===== src/rtl/btn_inport.sv =====
// btn_inport: synchronized, debounced input port with sticky edge flags,
// a four-register CPU window and a registered interrupt request.
module btn_inport #(
  parameter int WIDTH    = 32,
  parameter int DB_TICKS = 4,
  parameter int DIV      = 10
) (
  input  logic             clk,
  input  logic             reset,
  input  logic [WIDTH-1:0] pin_in,
  input  logic             cs,
  input  logic             wen,
  input  logic [1:0]       addr,
  input  logic [31:0]      wdata,
  output logic [31:0]      rdata,
  output logic             irq
);
  logic [WIDTH-1:0] sync1_q, sync2_q, stable_q, stable_d, rise_q, rise_d, fall_q, fall_d, ie_q, ie_d;
  logic [3:0]       dc_q [WIDTH];
  logic [3:0]       dc_d [WIDTH];
  logic [15:0]      cnt_q, cnt_d;
  logic             irq_q, irq_d, tick, wr;
  assign tick  = cnt_q == 16'(DIV - 1);
  assign wr    = cs & wen;
  assign cnt_d = tick ? 16'd0 : cnt_q + 16'd1;
  always_comb begin
    stable_d = stable_q;
    dc_d     = dc_q;
    for (int i = 0; i < WIDTH; i++) begin
      stable_d[i] = tick && sync2_q[i] != stable_q[i] && dc_q[i] == 4'(DB_TICKS - 1) ? sync2_q[i] : stable_q[i];
      dc_d[i]     = !tick ? dc_q[i]
                  : (sync2_q[i] == stable_q[i] || dc_q[i] == 4'(DB_TICKS - 1)) ? 4'd0 : dc_q[i] + 4'd1;
    end
  end
  // A newly accepted edge wins over a same-cycle write-1-to-clear
  assign rise_d = (rise_q & ~(wr && addr == 2'd1 ? wdata[WIDTH-1:0] : '0)) | (stable_d & ~stable_q);
  assign fall_d = (fall_q & ~(wr && addr == 2'd2 ? wdata[WIDTH-1:0] : '0)) | (~stable_d & stable_q);
  assign ie_d   = wr && addr == 2'd3 ? wdata[WIDTH-1:0] : ie_q;
  assign irq_d  = |((rise_q | fall_q) & ie_q);
  always_ff @(posedge clk or negedge reset) begin
    if (!reset) begin
      sync1_q  <= '0;
      sync2_q  <= '0;
      stable_q <= '0;
      dc_q     <= '{default: '0};
      cnt_q    <= '0;
      rise_q   <= '0;
      fall_q   <= '0;
      ie_q     <= '0;
      irq_q    <= 1'b0;
    end else begin
      sync1_q  <= pin_in;
      sync2_q  <= sync1_q;
      stable_q <= stable_d;
      dc_q     <= dc_d;
      cnt_q    <= cnt_d;
      rise_q   <= rise_d;
      fall_q   <= fall_d;
      ie_q     <= ie_d;
      irq_q    <= irq_d;
    end
  end
  assign rdata = !cs ? 32'd0
               : addr == 2'd0 ? 32'(stable_q)
               : addr == 2'd1 ? 32'(rise_q)
               : addr == 2'd2 ? 32'(fall_q) : 32'(ie_q);
  assign irq = irq_q;
endmodule


===== config.mk =====
export PLATFORM = sky130hd
export DESIGN_NAME = btn_inport
export DESIGN_NICKNAME = d
export VERILOG_FILES = /design/src/rtl/btn_inport.sv
export SDC_FILE = /design/constraint.sdc
export NUM_CORES = 1
export LEC_CHECK = 0
export BUFFER_PORTS_ARGS = -buffer_cell sky130_fd_sc_hd__buf_2
export CORE_MARGIN = 2
export CORE_UTILIZATION = 40
export DETAILED_ROUTE_END_ITERATION = 8
export PLACE_DENSITY = 0.59
export SETUP_SLACK_MARGIN = 0.5
export SYNTH_ARGS = -nofsm -noshare
export SYNTH_HDL_FRONTEND = slang
export SYNTH_SLANG_ARGS = --single-unit

===== constraint.sdc =====
create_clock -name clk -period 4.5 [get_ports clk]
set_clock_uncertainty 0.05 [all_clocks]
set_input_delay 0.225 -clock clk [delete_from_list [all_inputs] [get_ports clk]]
set_output_delay 0.225 -clock clk [all_outputs]
set_load 0.005 [all_outputs]

Word-level counts from Yosys, hierarchy flattened

Cells that the tools add are included.

Input bits: 70
Bits in registers: 337

Bitwise logic cells: 13
Equality and inequality tests: 100
Multiplexer cells: 71
Reduce and logical (&&, ||, !) cells: 101
$add $sub $neg: 33

Operators with widths:

| operator                                        | number |
|---|---|
| 2-to-1 mux 32 bit                               | 6 |
| AND 32 bit                                      | 5 |
| adder 4 x 1 -> 4 bit (second input constant)    | 32 |
| == test 4 x 2 -> 1 bit (second input constant)  | 32 |
| 2-to-1 mux 4 bit                                | 32 |
| inverter 32 bit                                 | 4 |
| bitwise OR 32 bit                               | 3 |
| logical AND 1 bit                               | 67 |
| == test 1 bit                                   | 32 |
| logical OR 1 bit                                | 32 |
| 2-to-1 mux 1 bit                                | 32 |
| inequality test 1 bit                           | 32 |
| OR reduction 32 bit                             | 1 |
| adder 16 x 1 -> 16 bit (second input constant)  | 1 |
| == test 16 x 4 -> 1 bit (second input constant) | 1 |
| 2-to-1 mux 16 bit                               | 1 |
| == test 2 bit (second input constant)           | 2 |
| == test 2 x 1 -> 1 bit (second input constant)  | 1 |
| zero test 2 bit                                 | 1 |
| AND 1 bit                                       | 1 |

Logic depth before layout (Yosys ltp)

Gate-level depths: netlist of the first run.

Depth after elaboration: 7
Depth in mapped cells: 9
Depth with buffers taken out: 6

Least setup slack after synthesis of the first run

No wires, ideal clock.

Path type: reg2reg
Start: reg cnt_q[0]
End: reg dc_q[101] (netlist name)
Arrival time: 1.689 ns
Setup time: 0.065 ns
Path slack: 2.696 ns
Stages on the path, launching flop included: 9
Path through: dfrtp_1 > ha_1 > nor4b_2 > nand4_1 > clkbuf_1 > buf_2 > buf_1 > nand2_1 > nand2_1

Longest elaborated chain between the ends: 1

Ends and longest elaborated chain:

| element                 | RTL line | text |
|---|---|---|
| start, declared         | 21       | `logic [15:0] cnt_q, cnt_d;` |
| start signal, assigned  | 56       | `cnt_q <= cnt_d;` |
| == test 16 x 4 -> 1 bit | 23       | `assign tick = cnt_q == 16'(DIV - 1);` |
| end signal, assigned    | 45       | `dc_q <= '{default: '0};` |
| end signal, assigned    | 55       | `dc_q <= dc_d;` |
| end, declared           | 19       | `logic [3:0] dc_q [WIDTH];` |

No other way between the ends.
A chain may end at the register's enable or synchronous reset.

Worst setup path after layout of the first run

Start: reg cnt_q[1]
End: reg stable_q[24]

Longest elaborated chain between the ends: 4

Ends and longest elaborated chain:

| element                        | RTL line | text |
|---|---|---|
| == test 16 x 4 -> 1 bit        | 23       |  |
| logical AND 1 bit (2 in a row) | 30       | `stable_d[i] = tick && sync2_q[i] != stable_q[i] && dc_q[i] == 4'(DB_TICKS - 1) ? sync2_q[i] : stable_q[i];` |
| 2-to-1 mux 1 bit               | 30       |  |
| net stable_d[24]               | 18       | `logic [WIDTH-1:0] sync1_q, sync2_q, stable_q, stable_d, rise_q, rise_d, fall_q, fall_d, ie_q, ie_d;` |
| end signal, assigned           | 54       | `stable_q <= stable_d;` |
| end, declared                  | 18       |  |

The timed path passes the listed nets, and every way through them passes these cells.

==> qor.log, run 1 <==
INFO  logic_synthesis synthesis.nets=1574
INFO  power          power.switching_fraction=0.253
INFO  power          internal_power=5.69mW
INFO  drt            route.antenna.remaining_nets=0
INFO  global_routing global_route_wire_length_before_repair=59900µm
INFO  drt            wire_per_inst=16.7µm
INFO  drt            vias_per_cell=5.10
INFO  clock_network  clk_root_buffer_cell=sky130_fd_sc_hd__clkbuf_16
INFO  sta            slew_violations=0
INFO  sta            finalSetupViolations=0
INFO  setup_path     critPathLaunch=cnt_q[1]
INFO  clock_network  clock_latency=0.54ns
INFO  floorplan      pin_count=103
INFO  logic_synthesis ys_async_sr_fraction=1.00
INFO  sta            final_hold_violation_count=0
INFO  sta            fin_crit=2.68ns
INFO  finish         antenna_cells_inserted=0
INFO  finish         fin_nets=1750
INFO  power          finalPower=7.62mW
INFO  sta            period_share=0.595
INFO  power          worst_ir_drop_vdd=332µV
INFO  drt            drt_wl_total=36600µm
INFO  logic_synthesis ys_dominant_reg_cell=sky130_fd_sc_hd__dfrtp_1
INFO  clock_network  clk_pin_slew=0.06ns
INFO  global_routing globalRouteTotalUtil=0.183
INFO  clock_network  postCtsSetupBuffers=0
INFO  hold_path      worst_hold_path_class=input pin to asynchronous set/reset pin
INFO  drt            dr_total_vias=11200
INFO  place          routabilityCongestion=0.759
INFO  setup_path     critical-path-top-delay-family=simple AND/OR/NAND/NOR gates
INFO  clock_network  htreeDepth=2
INFO  clock_network  numCtsBuffers=37
INFO  finish         most-common-layout-cells=sky130_fd_sc_hd__dfrtp_1 (337), sky130_fd_sc_hd__nand2_1 (234), sky130_fd_sc_hd__nand2b_1 (128), sky130_fd_sc_hd__o21ai_0 (120), sky130_fd_sc_hd__buf_2 (101)
INFO  logic_synthesis ys_seq_elements=337
INFO  setup_path     crit_chain=inv_1 > ha_1 > nor4b_2 > and4_4 > buf_4 > nand2_4 > mux2_4
INFO  sta            rsz0062_at_grt=no
INFO  clock_network  postCtsResizedCells=0
INFO  clock_network  cts-root-to-sink-buffers=3
INFO  finish         syn_to_final_growth=18.7%
INFO  power          p_leak=8.34nW
INFO  floorplan      core_area=38900µm²
INFO  place          dp_hpwl=24100µm
INFO  logic_synthesis syn_avg_cell_area=10.8µm²
INFO  finish         n_fill_cell=3612
INFO  finish         post_route_cells_drive_above_1_share=0.182
INFO  logic_synthesis synthesis.area=15900µm²
INFO  logic_synthesis synth-edff-count=0
INFO  clock_network  cts_tree=done
INFO  sta            fmax=0.373GHz
INFO  sta            transition_time_at_the_pin_with_the_least_slew_margin=0.816ns
INFO  setup_path     end_kind=register
INFO  setup_path     worstPathBufferInverterCount=2
INFO  setup_path     startpoint_type=register
INFO  place          place.port_buffers=102
INFO  logic_synthesis number_of_distinct_library_cell_variants_in_the_gate_level_netlist_after_synthesis=34
INFO  setup_path     crit_slowest_cell=sky130_fd_sc_hd__and4_4
INFO  power          p_switching=1.93mW
INFO  floorplan      floorplan.die_area=41300µm²
INFO  floorplan      height_of_the_die=203µm
INFO  logic_synthesis synth_cells=1470
INFO  setup_path     path_max_fanout=43
INFO  setup_path     arrival=3.06ns
INFO  power          sequential_fraction_of_design_power=0.462
INFO  setup_path     req_time_crit_path=4.88ns
INFO  clock_network  cts_sink_count=337
INFO  drt            remaining_drcs=0
INFO  power          share_clk_of_total_power=0.414
INFO  floorplan      horizontal_die_dimension=203µm
INFO  drt            dr.first_iter.drc_count=656
INFO  setup_path     r2r_start=cnt_q[1]
INFO  global_routing antenna_found_initial=0
INFO  sta            final.setup.tns=0ns
INFO  floorplan      initial_core_util=0.408
INFO  power          power-per-cell-area=404nW/µm²
INFO  setup_path     worst_path_largest_cell_delay=0.79ns
INFO  logic_synthesis yosysWarnings=0
INFO  floorplan      std_cell_rows=72
INFO  setup_path     crit_type=register to register
INFO  run            max_cap_violations=0
INFO  finish         most_common_cell_after_layout_fill_and_taps_aside=sky130_fd_sc_hd__dfrtp_1
INFO  logic_synthesis synth_sequential_area_ratio=0.531
INFO  global_routing pin_count_of_the_biggest_net_entering_global_routing=99
INFO  drt            dr.pass1.iters=4
INFO  global_routing grt_remaining_overflow=0
INFO  outcome        status=finished, final reports clean
INFO  sta            relative_slew_slack=0.450
INFO  global_routing first_global_vias=11400
INFO  power          combPwrFrac=0.124
-- final timing paths --
kind | cells after the start | slack, ns | to
setup / recovery | 7 | 1.82 | stable_q[24]
hold / removal | 2 | 0.19 | dc_q[53]
setup reg to reg | 7 | 1.82 | stable_q[24]
hold reg to reg | 0 | 0.30 | sync2_q[17]
max in group asynchronous | 3 | 3.04 | sync2_q[31]
min in group clk | 4 | 0.24 | rise_q[0]
-- metal layers --
layer  GRT usage  vias up  wire, µm
met2       0.285      181     16600
met1       0.254     5506     17400
li1            -     5423         -
met3      0.0344       58      1620
met5           0        -         0
met4      0.0673        0      1040
-- cell usage after synthesis, drive strengths merged, types with 3 or more instances --
library cell	number	area (µm²)
dfrtp	337	8430
nand2	261	1180
o21ai	160	801
nand2b	128	801
nor2	71	267
nand3	69	345
mux2	64	822
xnor2	42	368
and2	34	213
ha	34	425
inv	33	124
a21oi	32	160
mux4	32	721
nor3b	32	240
o22ai	32	200
o2bb2ai	32	280
clkbuf	25	93.8
buf	22	175
nand4	14	87.6
xor2	4	35.0
and4	3	26.3
nor4	3	25.0
-- flip-flops by register name, indices dropped and copies added, names as in the netlist --
signal,cells
cnt_q,16
dc_q,128
fall_q,32
ie_q,32
irq,1
rise_q,32
stable_q,32
sync1_q,32
sync2_q,32
-- stage by stage --
step / std cells / instance area, µm² / utilization / setup WS (ns) / hold WS [ns]
6_report: 2190 / 18800 / 0.484 / 1.82 / 0.188
5_1_grt: 2190 / 18800 / 0.484 / 1.65 / 0.250
4_1_cts: 2190 / 18800 / 0.484 / 1.78 / 0.211
3_5_place_dp: 2060 / 16900 / 0.435 / 1.81 / 0.253
3_3_place_gp: 2060 / 16900 / 0.435 / 1.84 / 0.253
2_1_floorplan: 1470 / 15900 / - / 2.70 / -0.121
-- repair_timing --
action	in CTS	in global routing
endpoints found under the setup margin	0	0
hold endpoints to repair	221	0
hold buffers	65	0
-- power by group through the flow --
stage	sequential [mW]	combinational [mW]	clock, mW
2_1_floorplan	3.51	0.594	0
3_3_place_gp	3.56	0.893	0
3_5_place_dp	3.57	0.909	0
4_1_cts	3.52	0.957	3.25
5_1_grt	3.56	1.06	3.36
6_report	3.52	0.941	3.15
-- cell families (layout without fill, tap and decap cells) --
group,after synthesis,in the layout,synth area share
flops,337,337,0.531
mux,96,96,0.0971
fa+ha+maj,34,34,0.0268
buf+inv,80,282,0.0247
simple gates,621,621,0.204
xor+xnor,46,46,0.0254
compound gates,256,256,0.0908
-- final cells by class --
type                       count  area [µm²]  area share
multi-input combinational   1053        7070       0.375
tap                          518         648      0.0344
inverter                      33         124     0.00657
clock inverter                 9         124     0.00657
timing repair buffer         184        1310      0.0696
sequential                   337        8430       0.447
clock buffer                  56        1140      0.0605
Power figures use the tool's default switching activity.
==> run 2, diff against run 1 <==
==> constraint.sdc (replaced) <==
create_clock -name clk -period 2.7 [get_ports clk]
set_clock_uncertainty 0.05 [all_clocks]
set_input_delay 0.135 -clock clk [delete_from_list [all_inputs] [get_ports clk]]
set_output_delay 0.135 -clock clk [all_outputs]
set_load 0.005 [all_outputs]
==> run 2 against run 1 <==
  * Setup slack got worse by 1.1 ns
  * Final cell count rose by 0.68%
  * Sequential power rose by 67%
  * First-iteration DRC count fell by 16%
==> qor.log, run 2 (synthesis results as in run 1) <==
INFO  power          power-per-cell-area=662nW/µm²
INFO  setup_path     startpoint_type=register
INFO  drt            dr_total_vias=11300
INFO  drt            wire_per_inst=16.8µm
INFO  setup_path     crit_chain=inv_1 > ha_1 > nor4b_2 > and4_4 > buf_16 > nand2_1 > mux2_2
INFO  setup_path     worstPathBufferInverterCount=2
INFO  clock_network  cts_sink_count=337
INFO  place          dp_worst_setup_slack=0.589ns
INFO  finish         syn_to_final_growth=20.0%
INFO  drt            dr.first_iter.drc_count=551
INFO  sta            period_share=0.751
INFO  floorplan      pin_count=103
INFO  clock_network  clk_pin_slew=0.06ns
INFO  sta            finalSetupViolations=0
INFO  setup_path     critical-path-top-delay-family=simple AND/OR/NAND/NOR gates
INFO  sta            fin_crit=2.03ns
INFO  sta            transition_time_at_the_pin_with_the_least_slew_margin=0.738ns
INFO  sta            final_critical_path_setup_slack=0.672ns
INFO  clock_network  clock_latency=0.54ns
INFO  global_routing pin_count_of_the_biggest_net_entering_global_routing=72
INFO  setup_path     arrival=2.41ns
INFO  sta            slew_violations=0
INFO  place          routabilityCongestion=0.798
INFO  setup_path     r2r_start=cnt_q[1]
INFO  setup_path     end_kind=register
INFO  finish         registers.top_by_ff_count=dc_q
INFO  run            max_cap_violations=0
INFO  place          dp_hpwl=24600µm
INFO  drt            dr.pass1.iters=5
INFO  floorplan      std_cell_rows=72
INFO  setup_path     worst_path_largest_cell_delay=0.39ns
INFO  floorplan      initial_core_util=0.408
INFO  setup_path     length_in_cells_of_the_worst_reg_to_reg_path=7
INFO  drt            met3_wire_len=1820µm
INFO  drt            remaining_drcs=0
INFO  drt            top_layer=met5
INFO  setup_path     path_max_fanout=27
INFO  sta            rsz0062_at_grt=no
INFO  setup_path     reg2reg_setup_slack=0.67ns
INFO  drt            route.antenna.remaining_nets=0
INFO  clock_network  cts-root-to-sink-buffers=3
INFO  drt            drt_wl_total=37100µm
INFO  global_routing global_route_wire_length_before_repair=60400µm
INFO  setup_path     r2r-end=stable_q[0]
INFO  power          worst_ir_drop_vdd=507µV
INFO  floorplan      height_of_the_die=203µm
INFO  floorplan      floorplan.die_area=41300µm²
INFO  sta            relative_slew_slack=0.503
INFO  finish         most-common-layout-cells=sky130_fd_sc_hd__dfrtp_1 (337), sky130_fd_sc_hd__nand2_1 (234), sky130_fd_sc_hd__nand2b_1 (128), sky130_fd_sc_hd__o21ai_0 (120), sky130_fd_sc_hd__buf_2 (101)
INFO  sta            final.setup.tns=0ns
INFO  power          p_leak=8.43nW
INFO  clock_network  cts_tree=done
INFO  finish         fin_nets=1763
INFO  sta            final_hold_violation_count=0
INFO  setup_path     crit_slowest_cell=sky130_fd_sc_hd__dfrtp_1
INFO  finish         largest_reg_flops=128
INFO  drt            m1WireLength=17700µm
INFO  clock_network  clk_root_buffer_cell=sky130_fd_sc_hd__clkbuf_16
INFO  clock_network  numCtsBuffers=39
INFO  setup_path     crit_type=register to register
INFO  floorplan      horizontal_die_dimension=203µm
INFO  sta            fmax=0.493GHz
INFO  hold_path      worst_hold_path_class=input pin to asynchronous set/reset pin
INFO  outcome        status=finished, final reports clean
INFO  drt            vias_per_cell=5.15
INFO  setup_path     req_time_crit_path=3.08ns
INFO  finish         most_common_cell_after_layout_fill_and_taps_aside=sky130_fd_sc_hd__dfrtp_1
INFO  global_routing grt_remaining_overflow=0
INFO  global_routing globalRouteTotalUtil=0.185
INFO  floorplan      core_area=38900µm²
INFO  finish         post_route_cells_drive_above_1_share=0.185
INFO  clock_network  htreeDepth=2
INFO  finish         n_fill_cell=3548
INFO  global_routing first_global_vias=11700
INFO  drt            met2_length=16300µm
INFO  global_routing antenna_found_initial=3
INFO  place          place.port_buffers=102
## run 2: worst max path at each step
stage | end | start | depth (start not counted) | slack, ns
after CTS | stable_q[31] | cnt_q[1] | 7 | 0.58
after global routing | stable_q[31] | cnt_q[1] | 7 | 0.53
after detailed placement | stable_q[0] | cnt_q[1] | 7 | 0.59
after floorplan | dc_q[101] | cnt_q[0] | 8 | 0.90
after global placement | stable_q[31] | cnt_q[1] | 7 | 0.61
final | stable_q[0] | cnt_q[1] | 7 | 0.67
## run 2: cell type report
cell class | instances | area (µm²) | share of cell area
repair buffers | 195 | 1540 | 0.0806
clock inverters | 4 | 47.5 | 0.00249
diodes | 2 | 5.00 | 0.000263
flip-flops and latches | 337 | 8430 | 0.442
well taps | 518 | 648 | 0.0340
inverters | 33 | 124 | 0.00650
clock buffers | 63 | 1200 | 0.0629
multi-input cells | 1053 | 7070 | 0.371
## run 2: power by group
group          switching [mW]  leakage (nW)  internal (mW)  total, mW
logic                   0.794          3.48          0.793       1.59
clock network            2.04         0.607           3.11       5.15
registers               0.358          4.34           5.51       5.87
total                    3.19          8.43           9.42       12.6
## run 2: timing repair
item,4_1_cts,5_1_grt
resized for setup,0,3
hold buffers,65,0
setup endpoints to repair,0,4
hold endpoints to repair,465,0
buffers inserted,0,2
## run 2: layer usage
layer / track usage / vias to the layer above
met2: 0.285 / 197
met1: 0.258 / 5614
li1: - / 5464
met5: 0 / -
met3: 0.0353 / 70
met4: 0.0696 / 2
## run 2: worst reg2reg max path, stage by stage, from the launching register on
cell and delay [ns]:
sky130_fd_sc_hd__dfrtp_1 0.39, sky130_fd_sc_hd__inv_1 0.06, sky130_fd_sc_hd__ha_1 0.12, sky130_fd_sc_hd__nor4b_2 0.23, sky130_fd_sc_hd__and4_4 0.34, sky130_fd_sc_hd__buf_16 0.26
sky130_fd_sc_hd__nand2_1 0.18, sky130_fd_sc_hd__mux2_2 0.29
## run 2: per-stage QoR
stage | std cells | power, mW | hold WS, ns | util | area (µm²)
2_1_floorplan | 1470 | 6.83 | -0.211 | - | 15900
3_3_place_gp | 2067 | 7.45 | 0.0597 | 0.439 | 17100
3_5_place_dp | 2067 | 7.48 | 0.0621 | 0.439 | 17100
4_1_cts | 2199 | 12.8 | 0.0815 | 0.487 | 19000
5_1_grt | 2204 | 13.2 | 0.108 | 0.490 | 19100
6_report | 2205 | 12.6 | 0.0787 | 0.490 | 19100
